$ cat src/rtl/cpu_pkg.sv
// cpu_pkg: shared sequencer states, opcode constants and instruction field positions
package cpu_pkg;
  typedef enum logic [2:0] {S_LOAD, S_FETCH, S_DECODE, S_EXECUTE, S_MEM, S_WB, S_HALT} state_t;
  localparam logic [3:0] OP_LDR  = 4'b1000;
  localparam logic [3:0] OP_STR  = 4'b1001;
  localparam logic [3:0] OP_B    = 4'b1010;
  localparam logic [3:0] OP_HALT = 4'b1111;
  localparam int COND_LSB  = 28;
  localparam int OPC_LSB   = 24;
  localparam int S_BIT     = 23;
  localparam int DEST_LSB  = 19;
  localparam int SRC1_LSB  = 15;
  localparam int SRC2_LSB  = 11;
  localparam int SHAMT_LSB = 6;
  localparam int IMM_LSB   = 3;
  localparam int SHCTL_LSB = 0;
endpackage

$ cat src/rtl/cpu_seq_ctrl_if.sv
// cpu_seq_ctrl_if: instruction and data memory request/acknowledge handshakes
interface cpu_seq_ctrl_if #(parameter int PC_W = 8);
  logic            imem_req;
  logic [PC_W-1:0] imem_addr;
  logic            imem_ack;
  logic [31:0]     imem_rdata;
  logic            dmem_req;
  logic            dmem_we;
  logic            dmem_ack;
  modport master (output imem_req, imem_addr, dmem_req, dmem_we, input imem_ack, imem_rdata, dmem_ack);
  modport slave (input imem_req, imem_addr, dmem_req, dmem_we, output imem_ack, imem_rdata, dmem_ack);
endinterface

$ cat src/rtl/cpu_seq_ctrl.sv
// cpu_seq_ctrl: multi-cycle fetch/decode/execute/mem/writeback sequencer owning pc and ir.
// Define CPU_SEQ_BRANCH_EN to make OP_B load pc from the immediate instead of acting as a NOP.
module cpu_seq_ctrl
  import cpu_pkg::*;
#(
  parameter int PC_W = 8
) (
  input  logic          clk,
  input  logic          rst,
  cpu_seq_ctrl_if.master bus,
  input  logic          cond_met,
  output logic [3:0]    cond_o,
  output logic [3:0]    opcode_o,
  output logic          s_o,
  output logic [3:0]    dest_o,
  output logic [3:0]    src1_o,
  output logic [3:0]    src2_o,
  output logic [4:0]    shamt_o,
  output logic [2:0]    shctl_o,
  output logic [15:0]   imm_o,
  output logic          reg_we,
  output logic          ldr_sel,
  output logic          addr_sel,
  output logic          retire,
  output logic          halted
);
  state_t          state, nxt;
  logic [PC_W-1:0] pc, pc_nxt, pc_inc, pc_exec;
  logic [31:0]     ir;
  assign cond_o        = ir[COND_LSB +: 4];
  assign opcode_o      = ir[OPC_LSB +: 4];
  assign s_o           = ir[S_BIT];
  assign dest_o        = ir[DEST_LSB +: 4];
  assign src1_o        = ir[SRC1_LSB +: 4];
  assign src2_o        = ir[SRC2_LSB +: 4];
  assign shamt_o       = ir[SHAMT_LSB +: 5];
  assign shctl_o       = ir[SHCTL_LSB +: 3];
  assign imm_o         = ir[IMM_LSB +: 16];
  assign pc_inc        = pc + PC_W'(1);
  assign bus.imem_addr = pc;
`ifdef CPU_SEQ_BRANCH_EN
  assign pc_exec = (opcode_o == OP_B) ? imm_o[PC_W-1:0] : pc_inc;
`else
  assign pc_exec = pc_inc;
`endif
  always_ff @(posedge clk or negedge rst) begin
    if (!rst) begin
      state <= S_LOAD;
      pc    <= '0;
      ir    <= '0;
    end else begin
      state <= nxt;
      pc    <= pc_nxt;
      if (state == S_FETCH && bus.imem_ack) ir <= bus.imem_rdata;
    end
  end
  // requests and strobes are pure functions of state, so an async reset drops them at once
  always_comb begin
    nxt          = state;
    pc_nxt       = pc;
    reg_we       = 1'b0;
    ldr_sel      = 1'b0;
    addr_sel     = 1'b0;
    retire       = 1'b0;
    bus.imem_req = 1'b0;
    bus.dmem_req = 1'b0;
    bus.dmem_we  = 1'b0;
    halted       = state == S_HALT;
    case (state)
      S_LOAD: nxt = S_FETCH;
      S_FETCH: begin
        bus.imem_req = 1'b1;
        nxt          = bus.imem_ack ? S_DECODE : S_FETCH;
      end
      S_DECODE: begin
        retire = cond_o != 4'd0 && !cond_met;
        pc_nxt = retire ? pc_inc : pc;
        nxt    = retire ? S_FETCH : S_EXECUTE;
      end
      S_EXECUTE: begin
        if (opcode_o == OP_LDR || opcode_o == OP_STR) nxt = S_MEM;
        else if (opcode_o == OP_HALT) nxt = S_HALT;
        else begin
          reg_we = opcode_o != OP_B;
          retire = 1'b1;
          pc_nxt = pc_exec;
          nxt    = S_FETCH;
        end
      end
      S_MEM: begin
        bus.dmem_req = 1'b1;
        addr_sel     = 1'b1;
        bus.dmem_we  = opcode_o == OP_STR;
        retire       = bus.dmem_ack && bus.dmem_we;
        pc_nxt       = retire ? pc_inc : pc;
        nxt          = !bus.dmem_ack ? S_MEM : bus.dmem_we ? S_FETCH : S_WB;
      end
      S_WB: begin
        reg_we  = 1'b1;
        ldr_sel = 1'b1;
        retire  = 1'b1;
        pc_nxt  = pc_inc;
        nxt     = S_FETCH;
      end
      default: nxt = state;
    endcase
  end
endmodule

$ cat src/flat_wrapper.sv
// flat-port wrapper written by rule: the top's interface ports become plain ports
module cpu_seq_ctrl_flat import cpu_pkg::*;
#(
  parameter int PC_W = 8
)
  (clk, rst, cond_met, cond_o, opcode_o, s_o, dest_o, src1_o, src2_o, shamt_o, shctl_o, imm_o, reg_we, ldr_sel, addr_sel, retire, halted, bus_imem_req, bus_imem_addr, bus_dmem_req, bus_dmem_we, bus_imem_ack, bus_imem_rdata, bus_dmem_ack);
  cpu_seq_ctrl_if #(.PC_W(PC_W)) bus_i ();
  input  logic clk;
  input  logic rst;
  input  logic cond_met;
  output logic [3:0] cond_o;
  output logic [3:0] opcode_o;
  output logic s_o;
  output logic [3:0] dest_o;
  output logic [3:0] src1_o;
  output logic [3:0] src2_o;
  output logic [4:0] shamt_o;
  output logic [2:0] shctl_o;
  output logic [15:0] imm_o;
  output logic reg_we;
  output logic ldr_sel;
  output logic addr_sel;
  output logic retire;
  output logic halted;
  output wire logic [$bits(bus_i.imem_req)-1:0] bus_imem_req;
  output wire logic [$bits(bus_i.imem_addr)-1:0] bus_imem_addr;
  output wire logic [$bits(bus_i.dmem_req)-1:0] bus_dmem_req;
  output wire logic [$bits(bus_i.dmem_we)-1:0] bus_dmem_we;
  input wire logic [$bits(bus_i.imem_ack)-1:0] bus_imem_ack;
  input wire logic [$bits(bus_i.imem_rdata)-1:0] bus_imem_rdata;
  input wire logic [$bits(bus_i.dmem_ack)-1:0] bus_dmem_ack;
  assign bus_imem_req = bus_i.imem_req;
  assign bus_imem_addr = bus_i.imem_addr;
  assign bus_dmem_req = bus_i.dmem_req;
  assign bus_dmem_we = bus_i.dmem_we;
  assign bus_i.imem_ack = bus_imem_ack;
  assign bus_i.imem_rdata = bus_imem_rdata;
  assign bus_i.dmem_ack = bus_dmem_ack;
  cpu_seq_ctrl #(.PC_W(PC_W)) u_core (.clk(clk), .rst(rst), .bus(bus_i), .cond_met(cond_met), .cond_o(cond_o), .opcode_o(opcode_o), .s_o(s_o), .dest_o(dest_o), .src1_o(src1_o), .src2_o(src2_o), .shamt_o(shamt_o), .shctl_o(shctl_o), .imm_o(imm_o), .reg_we(reg_we), .ldr_sel(ldr_sel), .addr_sel(addr_sel), .retire(retire), .halted(halted));
endmodule
$ cat config.mk
export PLATFORM = sky130hd
export DESIGN_NAME = cpu_seq_ctrl_flat
export DESIGN_NICKNAME = d
export VERILOG_FILES = /design/src/rtl/cpu_pkg.sv /design/src/rtl/cpu_seq_ctrl_if.sv /design/src/rtl/cpu_seq_ctrl.sv /design/src/flat_wrapper.sv
export SDC_FILE = /design/constraint.sdc
export NUM_CORES = 1
export LEC_CHECK = 0
export CORE_MARGIN = 3
export CORE_UTILIZATION = 41
export DETAILED_ROUTE_END_ITERATION = 6
export PLACE_DENSITY = 0.8
export REMOVE_ABC_BUFFERS = 1
export SYNTH_ARGS = -nofsm -noshare
export SYNTH_HDL_FRONTEND = slang
export SYNTH_SLANG_ARGS = --single-unit
$ cat constraint.sdc
create_clock -name clk -period 2.2 [get_ports clk]
set_input_delay 0.22 -clock clk [delete_from_list [all_inputs] [get_ports clk]]
set_output_delay 0.22 -clock clk [all_outputs]
set_load 0.005 [all_outputs]
* After elaboration in Yosys (flattened, before gate mapping)
Cells that the tools add are included.
** Word-level totals
- Latch bits :: 0
- Output and inout bits :: 61
- Memory bits (writable) :: 0
- Memories :: 0
- Memory bits (read-only) :: 0
- Flip-flop bits (word level) :: 43
- Bits of input ports :: 37
** Cells by class
- Bitwise operators :: 0
- Shift-type cells :: 0
- Equal/unequal tests :: 14
- $lt $le $gt $ge :: 0
- Divide/modulo/power cells :: 0
- $mul :: 0
- $add $sub $neg :: 1
- Multiplexer cells :: 22
- Reductions and logical operators :: 11
** Operators with widths (number)
- 8-bit two-way mux :: 4
- 8-bit case mux with 4 select lines :: 1
- 3-bit case mux with 5 select lines :: 1
- 4-bit equality test (second input constant) :: 3
- 3-bit two-way mux :: 4
- 3-bit equality test (second input constant) :: 3
- 8-bit by 1-bit adder with 8-bit output (second input constant) :: 1
- 1-bit two-way mux :: 8
- 4-bit nonzero test :: 2
- 3-bit by 2-bit equality test with 1-bit output (second input constant) :: 2
- 5-bit AND reduction :: 1
- 5-bit nonzero test :: 1
- 2-bit two-way mux :: 2
- 2-bit by 1-bit != test with 1-bit output (second input constant) :: 2
- 2-bit != test (second input constant) :: 2
- 4-bit != test (second input constant) :: 1
- 1-bit case mux with 4 select lines :: 1
- 3-bit by 1-bit equality test with 1-bit output (second input constant) :: 1
- 1-bit logical AND :: 3
- 3-bit zero test :: 1
- 1-bit case mux with 2 select lines :: 1
- 2-bit OR reduction :: 1
- 1-bit zero test :: 1
- 1-bit logical OR :: 1

* Logic depth before layout (Yosys ltp)
- Depth after elaboration :: 4
- Mapped depth :: 7
- Gate-level depth less buffers :: 6

* Worst setup path before layout
No wires, ideal clock.
- Kind :: reg-to-reg
- Start point :: register u_core.ir[26]
- End point :: register u_core.pc[1], in the netlist u_core.bus.imem_addr[1]
- Period minus slack after synthesis :: 1.767 ns
- Data arrival time :: 1.643 ns
- Cell stages (with the launch flop) :: 5
- Buffers on the path :: 0
- Path slack :: 0.433 ns
- Path through :: dfrtp_1 -> and3_4 -> o2111a_2 -> a2111oi_4 -> mux2_2
** On the way
- Cells in the longest elaborated chain, start to end :: 4
** Ends and longest elaborated chain
- start, declared :: line cpu_seq_ctrl.sv:29 : logic [31:0] ir;
- start signal, assigned :: line cpu_seq_ctrl.sv:54 : if (state == S_FETCH && bus.imem_ack) ir <= bus.imem_rdata;
- 4-bit equality test, on equally long branches :: line cpu_seq_ctrl.sv:81, cpu_seq_ctrl.sv:93
- 1-bit logical OR / 1-bit logical AND (equally long branches) :: line cpu_seq_ctrl.sv:81, cpu_seq_ctrl.sv:94
- 2-bit != test (no line) / 2-bit by 1-bit != test with 1-bit output (equally long branches)
- 5-bit AND reduction (no line) *
- end signal, assigned :: line cpu_seq_ctrl.sv:53 : pc <= pc_nxt;
- end, declared :: line cpu_seq_ctrl.sv:28 : logic [PC_W-1:0] pc, pc_nxt, pc_inc, pc_exec;
Mark *: on every way between the ends. The rest lies on a longest branch, timed or not.
A chain may end at the register's enable or synchronous reset.

* Worst setup path after layout
- Start point :: register u_core.state[1]
- End point :: output bus_dmem_we
** On the way
- Cells in the longest elaborated chain, start to end :: 2
** Ends and longest elaborated chain
- start, declared :: line cpu_seq_ctrl.sv:27 : state_t state, nxt;
- start signal, assigned :: line cpu_seq_ctrl.sv:52 : state <= nxt;
- 3-bit equality test :: line cpu_seq_ctrl.sv:69 : case (state)
- 1-bit two-way mux :: line cpu_seq_ctrl.sv:69
- end, declared :: line flat_wrapper.sv:28 : output wire logic [$bits(bus_i.dmem_we)-1:0] bus_dmem_we;
Every way passes these cells.

==> flow_summary_export.csv <==
group,metric,value,unit
run_status,outcome,"finished clean",
grt,track_usage,16.73,%
place,dpl_worst_slack,0.2009,ns
sta,tightestPinTransition,0.4848,ns
grt,grt_max_degree,33,
power_and_ir_drop,leakage,1.324,nW
sta,timing.final.crit_period,2.074,ns
place,post_dp_cell_area,0.003030,mm2
layout,area_growth,56.22,%
layout,instances_no_fill,328,
detailed_routing,met1Wirelength,1.931,mm
clock_network,cts_tree,"yes",
grt,grt-ovfl-total,0,
place,port-buffer-count,97,
sta,worst_clock_skew,0.007488,ns
detailed_routing,ant_nets,0,
worst_setup_path,end_kind,"output port",
power_and_ir_drop,max-vdd-ir-drop,0.0006655,V
logic_synthesis,yosys_warnings,0,
run,drv_cap,0,
logic_synthesis,synthCells,167,
detailed_routing,met2_length,2.250,mm
detailed_routing,drtPass1Iterations,4,
layout,antenna_cells,0,
logic_synthesis,postSynth.asyncResetShare,100.0,%
die,core-area,0.004817,mm2
layout,final_cell_mix,"clkdlybuf4s50_1, dfrtp_1, mux2_2, nor2_1, buf_4",
worst_setup_path,arrival,1.85,ns
die,row_count,25,
die,io_pins,98,
clock_network,insertion_delay,0.30,ns
logic_synthesis,synth_edf_count,0,
detailed_routing,routed_wl,4.681,mm
worst_setup_path,cp-start-kind,"flop",
worst_setup_path,crit_fanout,12,
die,dieArea,0.005943,mm2
power_and_ir_drop,pwr_density_cell,1358,mW/mm2
place,gp_congestion,0.8472,
clock_network,clkTransAtPathRegs,0.09,ns
sta,relSlewSlack,67.34,%
detailed_routing,via_per_inst,4.857,
logic_synthesis,syn_area,0.002072,mm2
grt,grt_pass1_wl,7.976,mm
layout,layout-drive-gt1-share,24.14,%
logic_synthesis,syn_avg_cell_area,12.41,um2
sta,finalHoldViolCount,0,
logic_synthesis,ys_seq_elements,43,
clock_network,clk_path_buf_depth,2,
worst_setup_path,startpoint,"u_core.state[1]$_DFFE_PN0P_",
worst_setup_path,cp_cell_sequence,"nand2b_1 -> nor2_2 -> and3_1 -> clkdlybuf4s50_1",
detailed_routing,drc,0,
sta,fin_crit_sh,94.28,%
clock_network,h-tree-depth,2,
detailed_routing,wl_per_cell,14.27,um
detailed_routing,routed.top_layer,"met4",
place,placed_cells,315,
detailed_routing,dr_wl_met3,434,um
worst_setup_path,r2r_start,"u_core.ir[26]$_DFFE_PN0P_",
layout,design_area,0.003237,mm2
logic_synthesis,yosysSeqAreaShare,51.93,%
clock_network,cts-buffers-inserted,5,
logic_synthesis,synth_ff_type,"dfrtp_1",
worst_setup_path,slowest_delay,0.50,ns
worst_setup_path,path_class,"flop to output port",
sta,worst_slack,0.1259,ns
detailed_routing,drt_iter0_drc,41,
min_path,hold_path.class,"input pin to asynchronous set/reset pin",
layout,final_core_util,67.19,%
clock_network,cts_sinks,43,
worst_setup_path,cp.required,1.98,ns
worst_setup_path,reg2reg_slack,0.34,ns
grt,antenna_found_initial,0,
clock_network,cts_root_buf,"clkbuf_8",
layout,layout_commonest_cell,"clkdlybuf4s50_1",
layout,finalNetCount,300,
sta,rsz0062_at_grt,"no",
sta,finalSetupTns,0,ns
sta,setup_violations,0,
grt,grt_pass1_vias,1712,
die,die_w,77.09,um
logic_synthesis,yosysUniqueCellTypes,39,
die,initial_core_util,43.01,%
die,die_y,77.09,um
worst_setup_path,slowest_stage,"clkdlybuf4s50_1",
sta,drv_slew,0,
sta,fmax,482.1,MHz
place,hpwl,3.473,mm
detailed_routing,vias,1593,
## flip-flops by register name (all words and copies together) (netlist names)
name,flops
u_core.bus.imem_addr,8
u_core.state,3
u_core.ir,32
## cell families (layout without fill, tap and decap cells)
kind of cell	count (synthesis)	in the layout	synth area share [%]
AO/OA/AOI/OAI	20	20	7.669
XOR/XNOR	7	7	2.959
adder cells (fa/ha/maj)	3	3	1.812
buffers and inverters	22	116	6.823
flip-flops	43	43	51.93
multiplexers	34	34	18.42
AND/OR/NAND/NOR	38	38	10.39
## final cells by class
| class | instances | area, um2 |
|---|---|---|
| Sequential cell | 43 | 1081 |
| Inverter | 2 | 7.507 |
| Multi-Input combinational cell | 102 | 877.1 |
| Clock buffer | 5 | 68.82 |
| Fill cell | 376 | 1580 |
| Timing Repair Buffer | 106 | 1047 |
| Clock inverter | 3 | 71.32 |
| Tap cell | 67 | 83.83 |
## path summary, 6_finish.rpt
check | cells past startpoint | to
max in group asynchronous | 3 | u_core.bus.imem_addr[5]$_DFFE_PN0P_
hold reg to reg | 1 | u_core.bus.imem_addr[7]$_DFFE_PN0P_
setup reg to reg | 4 | u_core.bus.imem_addr[1]$_DFFE_PN0P_
hold / removal | 2 | u_core.ir[5]$_DFFE_PN0P_
min in group clk | 1 | u_core.bus.imem_addr[7]$_DFFE_PN0P_
setup / recovery | 4 | bus_dmem_we
## synthesized netlist by cell type, types with 2 or more instances
library cell,instances,share of area (%)
and3_1,2,0.60
xnor2_1,3,1.3
nand4_1,2,0.60
xor2_1,4,1.7
and2_1,3,0.91
mux2_2,33,18
nor4b_1,2,0.85
a21oi_1,5,1.2
buf_2,5,1.2
nor2b_1,2,0.60
dfrtp_1,43,52
nor2_1,8,1.4
nor4_1,2,0.60
nand2_1,5,0.91
buf_4,14,5.1
o21ai_0,5,1.2
nand3_1,2,0.48
ha_1,3,1.8
nand2b_1,4,1.2
## routing by layer
metal / global-route usage [%] / vias to the layer above
met5: 0 / -
met4: 5.694 / 0
met3: 7.160 / 8
met2: 26.92 / 68
met1: 20.11 / 754
li1: - / 763
## where the power goes
part           leakage, nW  total, mW  switching, mW  internal [mW]
registers            0.510       1.51          0.343           1.17
logic                0.743       2.14          0.688           1.46
clock network       0.0703      0.745          0.285          0.461
total                 1.32       4.40           1.32           3.08
## critical path: cells and delay by family, from the launching register on
kind	cells	cell delay [ns]
and+or+nand+nor	3	0.57
DFF	1	0.49
buffers and inverters	1	0.50
## metrics by stage
stage	hold slack [ns]	power, mW
6_report	0.3641	4.397
5_1_grt	0.4047	4.699
4_1_cts	0.3704	4.451
3_5_place_dp	0.1607	3.584
3_3_place_gp	0.1642	3.546
2_1_floorplan	-0.07559	2.287
## timing repair
| item | in CTS | in global routing |
|---|---|---|
| hold endpoints to repair | 14 | 0 |
| endpoints found under the setup margin | 1 | 1 |
| resized for setup | 9 | 1 |
| hold buffers | 1 | 0 |
| pin swaps | 1 | 0 |
| buffers inserted | 4 | 0 |
Note: power is estimated with default switching activity, not from simulation.
